## src/rtl/mem_access_ctrl_pkg.sv

```systemverilog
// Shared encodings and lane helpers for the MEM-stage load/store sequencer.
package mem_access_ctrl_pkg;

    // Access width codes, shared with the load-data extractor.
    typedef enum logic [2:0] {
        MEM_NO     = 3'd0,
        MEM_DOUBLE = 3'd1,
        MEM_WORD   = 3'd2,
        MEM_HALF   = 3'd3,
        MEM_BYTE   = 3'd4,
        MEM_UNWORD = 3'd5,
        MEM_UNHALF = 3'd6,
        MEM_UNBYTE = 3'd7
    } mem_width_e;

    // Sequencer states.
    typedef enum logic [1:0] {
        ST_IDLE = 2'd0,
        ST_REQ  = 2'd1,
        ST_DONE = 2'd2
    } state_e;

    localparam int unsigned CNT_W = 8;

    // Low address bits that must be zero for a naturally aligned access.
    function automatic logic [2:0] align_mask(input logic [2:0] width);
        case (width)
            MEM_DOUBLE:           align_mask = 3'b111;
            MEM_WORD, MEM_UNWORD: align_mask = 3'b011;
            MEM_HALF, MEM_UNHALF: align_mask = 3'b001;
            default:              align_mask = 3'b000;
        endcase
    endfunction

    // Byte-lane enables of an access sitting at lane 0.
    function automatic logic [7:0] lane_base(input logic [2:0] width);
        case (width)
            MEM_DOUBLE:           lane_base = 8'hFF;
            MEM_WORD, MEM_UNWORD: lane_base = 8'h0F;
            MEM_HALF, MEM_UNHALF: lane_base = 8'h03;
            default:              lane_base = 8'h01;
        endcase
    endfunction

endpackage

```

## src/rtl/mem_access_ctrl_trunc.sv

```systemverilog
// DataTrunc: pulls the addressed field out of a 64-bit bus beat and
// sign- or zero-extends it according to the access width.
module mem_access_ctrl_trunc
    import mem_access_ctrl_pkg::*;
(
    input  logic [2:0]  width,
    input  logic [2:0]  remain,
    input  logic [63:0] rdata,
    output logic [63:0] result
);

    logic [63:0] shifted;

    // Move the addressed byte to lane 0, then extend to 64 bits.
    always_comb begin
        // NOTE: every combinational output gets a default first so no latch is inferred.
        shifted = rdata >> {remain, 3'b000};
        result  = '0;
        case (width)
            MEM_DOUBLE: result = shifted;
            MEM_WORD:   result = {{32{shifted[31]}}, shifted[31:0]};
            MEM_HALF:   result = {{48{shifted[15]}}, shifted[15:0]};
            MEM_BYTE:   result = {{56{shifted[7]}},  shifted[7:0]};
            MEM_UNWORD: result = {32'd0, shifted[31:0]};
            MEM_UNHALF: result = {48'd0, shifted[15:0]};
            MEM_UNBYTE: result = {56'd0, shifted[7:0]};
            default:    result = '0;
        endcase
    end

endmodule

```

## src/rtl/mem_access_ctrl.sv

```systemverilog
// Load/store sequencer between the MEM stage and the data-memory bus:
// alignment check, one valid/ready transaction per access, pipeline stall,
// extended load return and a bus timeout guard.
module mem_access_ctrl
    import mem_access_ctrl_pkg::*;
#(
    parameter int unsigned TIMEOUT = 16
)
(
    input  logic        clk,
    input  logic        rstn,
    input  logic        mem_re,
    input  logic        mem_we,
    input  logic [2:0]  width,
    input  logic [63:0] addr,
    input  logic [63:0] wdata,
    output logic        bus_req,
    output logic        bus_we,
    output logic [63:0] bus_addr,
    output logic [63:0] bus_wdata,
    output logic [7:0]  bus_wmask,
    input  logic        bus_ready,
    input  logic [63:0] bus_rdata,
    output logic        stall,
    output logic        done,
    output logic [63:0] load_data,
    output logic        misalign,
    output logic        bus_err
);

    localparam logic [CNT_W-1:0] CNT_LAST = CNT_W'(TIMEOUT - 1);

    state_e           state_q, state_d;
    logic [CNT_W-1:0] cnt_q;
    logic [2:0]       width_q;
    logic [2:0]       off_q;
    logic             start, aligned;
    logic             issue, handshake, timeout;
    logic             stall_c, misalign_c;
    logic [63:0]      trunc_data;

    assign start   = (mem_re | mem_we) && (width != MEM_NO);
    assign aligned = (addr[2:0] & align_mask(width)) == 3'b000;

    // Next-state and per-cycle control decode.
    always_comb begin
        state_d    = state_q;
        issue      = 1'b0;
        handshake  = 1'b0;
        timeout    = 1'b0;
        stall_c    = 1'b0;
        misalign_c = 1'b0;
        case (state_q)
            ST_IDLE: begin
                if (start && aligned) begin
                    issue   = 1'b1;
                    stall_c = 1'b1;
                    state_d = ST_REQ;
                end else if (start) begin
                    misalign_c = 1'b1;
                end
            end
            ST_REQ: begin
                stall_c = 1'b1;
                if (bus_ready) begin
                    handshake = 1'b1;
                    state_d   = ST_DONE;
                end else if (cnt_q == CNT_LAST) begin
                    timeout = 1'b1;
                    state_d = ST_DONE;
                end
            end
            // The instruction still presented here has already completed.
            ST_DONE: state_d = ST_IDLE;
            default: state_d = ST_IDLE;
        endcase
    end

    // While reset is held the outputs read zero even if the MEM stage is still requesting.
    assign stall    = rstn & stall_c;
    assign misalign = rstn & misalign_c;
    assign bus_req  = (state_q == ST_REQ);
    assign done     = (state_q == ST_DONE);

    mem_access_ctrl_trunc u_trunc (
        .width  (width_q),
        .remain (off_q),
        .rdata  (bus_rdata),
        .result (trunc_data)
    );

    // State, latched access fields, timeout counter and load result.
    always_ff @(posedge clk or negedge rstn) begin
        if (!rstn) begin
            state_q   <= ST_IDLE;
            cnt_q     <= '0;
            width_q   <= MEM_NO;
            off_q     <= 3'd0;
            bus_we    <= 1'b0;
            bus_addr  <= '0;
            bus_wdata <= '0;
            bus_wmask <= 8'h00;
            bus_err   <= 1'b0;
            load_data <= '0;
        end else begin
            // NOTE: registers use non-blocking assignment so every flop samples pre-edge values.
            state_q <= state_d;
            bus_err <= timeout;
            if (issue) begin
                cnt_q     <= '0;
                width_q   <= width;
                off_q     <= addr[2:0];
                bus_we    <= mem_we;
                bus_addr  <= {addr[63:3], 3'b000};
                bus_wdata <= mem_we ? (wdata << {addr[2:0], 3'b000}) : 64'd0;
                bus_wmask <= mem_we ? (lane_base(width) << addr[2:0]) : 8'h00;
            end else if (state_q == ST_REQ && !bus_ready) begin
                cnt_q <= cnt_q + 1'b1;
            end
            if (handshake && !bus_we) begin
                load_data <= trunc_data;
            end else if (timeout) begin
                load_data <= '0;
            end
        end
    end

endmodule

```

## config.mk

```make
export PLATFORM = sky130hd
export DESIGN_NAME = mem_access_ctrl
export DESIGN_NICKNAME = d
export VERILOG_FILES = /design/src/rtl/mem_access_ctrl_pkg.sv /design/src/rtl/mem_access_ctrl_trunc.sv /design/src/rtl/mem_access_ctrl.sv
export SDC_FILE = /design/constraint.sdc
export NUM_CORES = 1
export LEC_CHECK = 0
export CORE_AREA = 2 2 145 289
export CTS_CLUSTER_SIZE = 24
export DETAILED_ROUTE_END_ITERATION = 8
export DIE_AREA = 0 0 147 291
export SYNTH_ARGS = -nofsm -noshare
export SYNTH_HDL_FRONTEND = slang
export SYNTH_SLANG_ARGS = --single-unit
```

## constraint.sdc

```tcl
create_clock -name clk -period 4.7 [get_ports clk]
set_input_delay 0.94 -clock clk [delete_from_list [all_inputs] [get_ports clk]]
set_output_delay 0.94 -clock clk [all_outputs]
set_load 0.05 [all_outputs]
```

==> out/metrics.yaml, run 1 <==
ys_warn_count: 0
fin_skew_ns: 0.0119
p_switching_uw: 5700
synth-seq-cells: 215
cpPeakStageDelay_ns: 0.77
track_usage_pct: 21.2
total_power_uw: 11900
clk_pin_slew_worst_paths_ns: 0.07
yosysSeqAreaShare_pct: 44.5
ant_nets: 0
syn_inst: 1154
htree_levels: 1
rsz0062_at_grt: "no"
yosysTopAreaCell: "dfrtp_1"
postCtsSetupBuffers: 0
cp_max_fo: 16
r2r_start: "off_q[1]$_DFFE_PN0N_"
synth-main-ff-cell: "dfrtp_1"
cts_inserted_buffers: 23
required_ns: 3.76
first_pass_iters: 5
remaining_drc_errors: 0
synth.avg_cell_area_um2: 10.5
antenna_found_initial: 4
min_path_type: "in -> async"
r2r-end: "load_data[54]$_DFFE_PN0P_"
drive_gt1_share_pct: 15.5
rrSetupSlack_ns: 1.69
fin_crit_ns: 3.86
setup-tns-final_ns: 0
drt-total-wl_um: 46300
peakVddDrop_v: 0.000529
cts_root_buf: "clkbuf_16"
rr_worst_depth: 5
grt_pass1_vias: 10850
internal_power_uw: 6240
finalSetupViolCount: 0
core_um2: 40700
max_cap_violations: 0
row_count: 105
clock_sinks: 215
power_frac_seq_pct: 26.8
start_kind: "primary input"
nets: 1714
dp_hpwl_um: 34100
finalMaxSlewViolations: 0
dieHeight_um: 291
async_reset_ff_share_pct: 100
end_kind: "primary output"
hold_buffers: 0
crit_chain: "clkdlybuf4s50_1 > nor3_1 > nor4_1 > a21boi_4 > o211a_1 > buf_12"
gp_congestion: 0.807
area_growth_pct: 44.4
period_share_pct: 82.0
overflow: 0
diodes: 0
drt_iter0_markers: 622
status: "complete, no violations"
worstSkewPairLatency_ns: 0.53
synth_edf_count: 0
grt_pass1_wl_um: 69900
max_freq_mhz: 259
ioPinCount: 406
switching_share_pct: 47.7
slowest_stage: "clkdlybuf4s50_1"
p_comb_share_pct: 56.8
finalHoldViolations: 0
die_area_um2: 42800
worstMarginPinSlew_ns: 1.07
clockBufferDepth: 3
port_buffers: 402
viasPerCell: 5.11
grt_max_degree: 71
ctsResizeCount: 0
leakagePower_uw: 0.00742
worstPathArrival_ns: 2.92
netlist_area_um2: 12100
clkPwrFrac_pct: 16.4
powerDensity_nw_per_um2: 684
nFillCells: 3957
synth.area.top_cells: "dfrtp_1, mux2_2, mux2i_1, nand2_1, mux4_2"
synthDistinctLibCells: 68
synth_top_area_share_pct: 44.5
max_slew_margin_pct: 28.4
die_w_um: 147
critical_path_class: "in -> out"
wl_per_cell_um: 22.4
num_vias: 10538
cts_tree: "built"
start_util_pct: 29.7
[worst max path at each step]
stage / start / to / depth (start not counted)
final: width[0] / stall / 6
after global routing: width[0] / stall / 6
after CTS: width[0] / stall / 6
after detailed placement: width[0] / bus_wdata[19]$_DFFE_PN0N_ / 6
after global placement: width[0] / bus_wdata[13]$_DFFE_PN0N_ / 6
after floorplan: addr[2] / stall / 6
[layer usage]
layer  track usage, %  share of wire, %  vias to the layer above
li1                 -                 -                     4912
met1             27.7                42                     5114
met2             34.6                47                      450
met3             6.66               9.2                       54
met4             4.43               1.9                        8
met5                0              0.11                        -
[state kept, by name (all words and copies together) (netlist names)]
register	flops
state_q	2
bus_addr	61
width_q	3
bus_we	1
off_q	3
load_data	64
bus_wdata	64
bus_err	1
cnt_q	8
bus_wmask	8
[cells in the final DEF (no fill, tap or decap), types with 3 or more instances in the layout]
master | Yosys | final
buf_12 | 0 | 4
bufinv_16 | 0 | 3
nand3_1 | 4 | 4
or4_1 | 5 | 5
o211ai_1 | 12 | 12
nor4_1 | 3 | 3
a22o_1 | 19 | 19
a21oi_1 | 33 | 33
o21ai_0 | 44 | 44
nand2_1 | 129 | 129
a221oi_1 | 24 | 24
or3b_2 | 4 | 4
or4_4 | 4 | 4
nor2_1 | 74 | 74
a31oi_1 | 15 | 15
clkdlybuf4s50_1 | 0 | 396
mux2_4 | 3 | 3
a22oi_1 | 7 | 7
xor2_1 | 5 | 5
a221o_1 | 15 | 15
mux2i_1 | 117 | 117
inv_1 | 31 | 31
clkbuf_8 | 0 | 3
nor3_1 | 25 | 24
nor2b_1 | 30 | 29
and2_1 | 5 | 5
o2bb2ai_1 | 7 | 7
conb_1 | 1 | 3
a211o_1 | 7 | 7
a211oi_1 | 16 | 16
o22ai_1 | 14 | 14
dfrtp_1 | 215 | 213
and3_1 | 3 | 3
mux4_2 | 19 | 19
clkinvlp_4 | 0 | 6
mux2_2 | 120 | 120
nand2b_1 | 13 | 13
clkbuf_16 | 0 | 23
buf_4 | 3 | 27
[through the flow]
step	area (um^2)	cells	setup slack [ns]	util, %	hold slack, ns
2_1_floorplan	12100	1156	1.17	-	0.496
3_3_place_gp	16700	2023	0.829	40.9	0.463
3_5_place_dp	16700	2023	0.728	40.9	0.470
4_1_cts	17500	2064	0.856	42.9	0.350
5_1_grt	17500	2064	0.670	42.9	0.370
6_report	17500	2064	0.845	42.9	0.354
[logic make-up (layout without fill, tap and decap cells)]
| group | after synthesis | count (layout) | synth area share (%) |
|---|---|---|---|
| mux | 260 | 260 | 24.9 |
| simple gates | 311 | 311 | 12.2 |
| buf+inv | 130 | 503 | 4.36 |
| compound gates | 229 | 229 | 13.4 |
| flops | 215 | 215 | 44.5 |
| fa+ha+maj | 1 | 1 | 0.103 |
| other cells | 1 | 3 | 0.0310 |
| xor+xnor | 7 | 7 | 0.507 |
[power groups by stage]
stage | combinational, uW | sequential (uW) | clock, uW
finish | 6780 | 3190 | 1960
global route | 7140 | 3300 | 2080
CTS | 6830 | 3200 | 2020
detailed placement | 6810 | 3220 | 0
global placement | 6780 | 3220 | 0
floorplan | 2140 | 5410 | 0
[Yosys cell counts, types with 13 or more instances]
| library cell | count |
|---|---|
| a211oi_1 | 16 |
| a21oi_1 | 33 |
| a221o_1 | 15 |
| a221oi_1 | 24 |
| a22o_1 | 19 |
| a31oi_1 | 15 |
| clkbuf_1 | 74 |
| dfrtp_1 | 215 |
| inv_1 | 31 |
| mux2_2 | 120 |
| mux2i_1 | 117 |
| mux4_2 | 19 |
| nand2_1 | 129 |
| nand2b_1 | 13 |
| nor2_1 | 74 |
| nor2b_1 | 30 |
| nor3_1 | 25 |
| o21ai_0 | 44 |
| o22ai_1 | 14 |
[final cells by class]
type | instances | area, um^2 | area share [%]
well taps | 535 | 669 | 3.83
inverters | 32 | 120 | 0.688
flip-flops and latches | 215 | 5380 | 30.8
repair buffers | 430 | 4270 | 24.5
clock inverters | 14 | 171 | 0.982
multi-input cells | 811 | 6220 | 35.6
clock buffers | 27 | 621 | 3.56
[critical path: cells and delay by family]
| kind | cells | cell delay [ns] |
|---|---|---|
| AO/OA/AOI/OAI | 2 | 0.47 |
| AND/OR/NAND/NOR | 2 | 0.59 |
| buffers and inverters | 2 | 0.91 |
Note: power is estimated with default switching activity, not from simulation.
==> run 2, diff against run 1 <==
- clock period: 4.7 -> 3.7 ns (I/O delays scaled with it)
==> run 2 against run 1 <==
  * Sequential power rose by 24%
  * Die area did not move
  * Final cell count rose by 0.39%
  * Hold slack got worse by 0.31 ns
==> out/metrics.yaml, run 2 (synthesized netlist as in run 1, its figures left out) <==
remaining_drc_errors: 0
start_util_pct: 29.7
placed_cell_area_um2: 16700
core_um2: 40700
hold_slack_ns: 0.0446
clock_sinks: 215
htree_levels: 1
period_share_pct: 89.5
peakVddDrop_v: 0.000709
cts_inserted_buffers: 23
r2r_start: "off_q[1]$_DFFE_PN0N_"
cp_max_fo: 12
status: "complete, no violations"
overflow: 0
crit_path_start: "width[1]"
finalMaxSlewViolations: 0
dp_hpwl_um: 34000
gp_congestion: 0.825
required_ns: 2.96
row_count: 105
port_buffers: 402
critical_path_class: "in -> out"
worstPathArrival_ns: 2.57
fin_skew_ns: 0.0298
fin_ws_ns: 0.387
fin_crit_ns: 3.31
final_common_cell: "clkdlybuf4s50_1"
rrSetupSlack_ns: 1.00
worstMarginPinSlew_ns: 1.08
setup-tns-final_ns: 0
clk_pin_slew_worst_paths_ns: 0.07
leakagePower_uw: 0.00749
drt-total-wl_um: 45900
ant_nets: 0
grt_pass1_vias: 10829
critPathCapture: "stall"
rr_worst_depth: 5
cts_tree: "built"
drive_gt1_share_pct: 15.8
num_vias: 10548
nets: 1721
antenna_found_initial: 4
max_freq_mhz: 302
cts_root_buf: "clkbuf_16"
end_kind: "primary output"
min_path_type: "in -> async"
ioPinCount: 406
final_cells: 2072
postCtsSetupBuffers: 0
rsz0062_at_grt: "no"
max_slew_margin_pct: 27.8
track_usage_pct: 21.0
final_cell_mix: "clkdlybuf4s50_1, dfrtp_1, nand2_1"
max_cap_violations: 0
place_ws_ns: 0.349
dp_cells: 2030
start_kind: "primary input"
viasPerCell: 5.09
reg_top3: "bus_wdata: 64 flops, load_data: 64 flops, bus_addr: 61 flops"
drt_iter0_markers: 501
grt_max_degree: 82
worstSkewPairLatency_ns: 0.55
first_pass_iters: 5
finalSetupViolCount: 0
clockBufferDepth: 3
grt_pass1_wl_um: 69400
die_area_um2: 42800
ctsResizeCount: 0
powerDensity_nw_per_um2: 868
final_area_um2: 17600
die_w_um: 147
wl_per_cell_um: 22.2
area_growth_pct: 45.2
dieHeight_um: 291
finalHoldViolations: 0
hold_buffers: 0
r2r-end: "load_data[55]$_DFFE_PN0P_"
## run 2: per-layer routing
layer	wire length [um]	global-route usage, %	part of all wire, %
met1	19400	27.9	42
met2	21400	33.9	47
met3	3950	5.78	8.6
met4	1160	5.68	2.5
met5	25	0	0.054
## run 2: area by class of cell
type | count | area, um^2
Fill cell | 3981 | 23200
Multi-Input combinational cell | 811 | 6220
Sequential cell | 215 | 5380
Timing Repair Buffer | 437 | 4340
Tap cell | 535 | 669
Clock buffer | 28 | 624
Clock inverter | 12 | 201
Inverter | 32 | 120
Antenna cell | 2 | 5.00
## run 2: how the worst min path moves through the flow
stage | start | endpoint | cells past startpoint
2_1_floorplan | rstn | bus_addr[10]$_DFFE_PN0N_ | 0
3_3_place_gp | load_data[3]$_DFFE_PN0P_ | load_data[3]$_DFFE_PN0P_ | 2
3_5_place_dp | load_data[5]$_DFFE_PN0P_ | load_data[5]$_DFFE_PN0P_ | 2
4_1_cts | rstn | bus_wdata[23]$_DFFE_PN0N_ | 1
5_1_grt | rstn | bus_wdata[31]$_DFFE_PN0N_ | 1
6_report | rstn | bus_wdata[23]$_DFFE_PN0N_ | 1
## run 2: worst max-delay path: stages
cell             delay (ns)
clkdlybuf4s50_1        0.50
buf_4                  0.18
nor3_1                 0.06
nor4_1                 0.44
a21boi_4               0.31
o211a_1                0.20
buf_12                 0.14
## run 2: per-stage QoR
| step | power [uW] | util (%) |
|---|---|---|
| finish | 15200 | 43.1 |
| floorplan | 9580 | - |
| CTS | 15400 | 43.1 |
| global placement | 12700 | 41.1 |
| detailed placement | 12700 | 41.1 |
| global route | 16000 | 43.1 |
## run 2: where the power goes
group | total [uW] | internal [uW] | switching (uW)
Clock | 2600 | 1550 | 1040
Sequential | 3960 | 3280 | 679
Combinational | 8690 | 3220 | 5470
Total | 15200 | 8060 | 7190
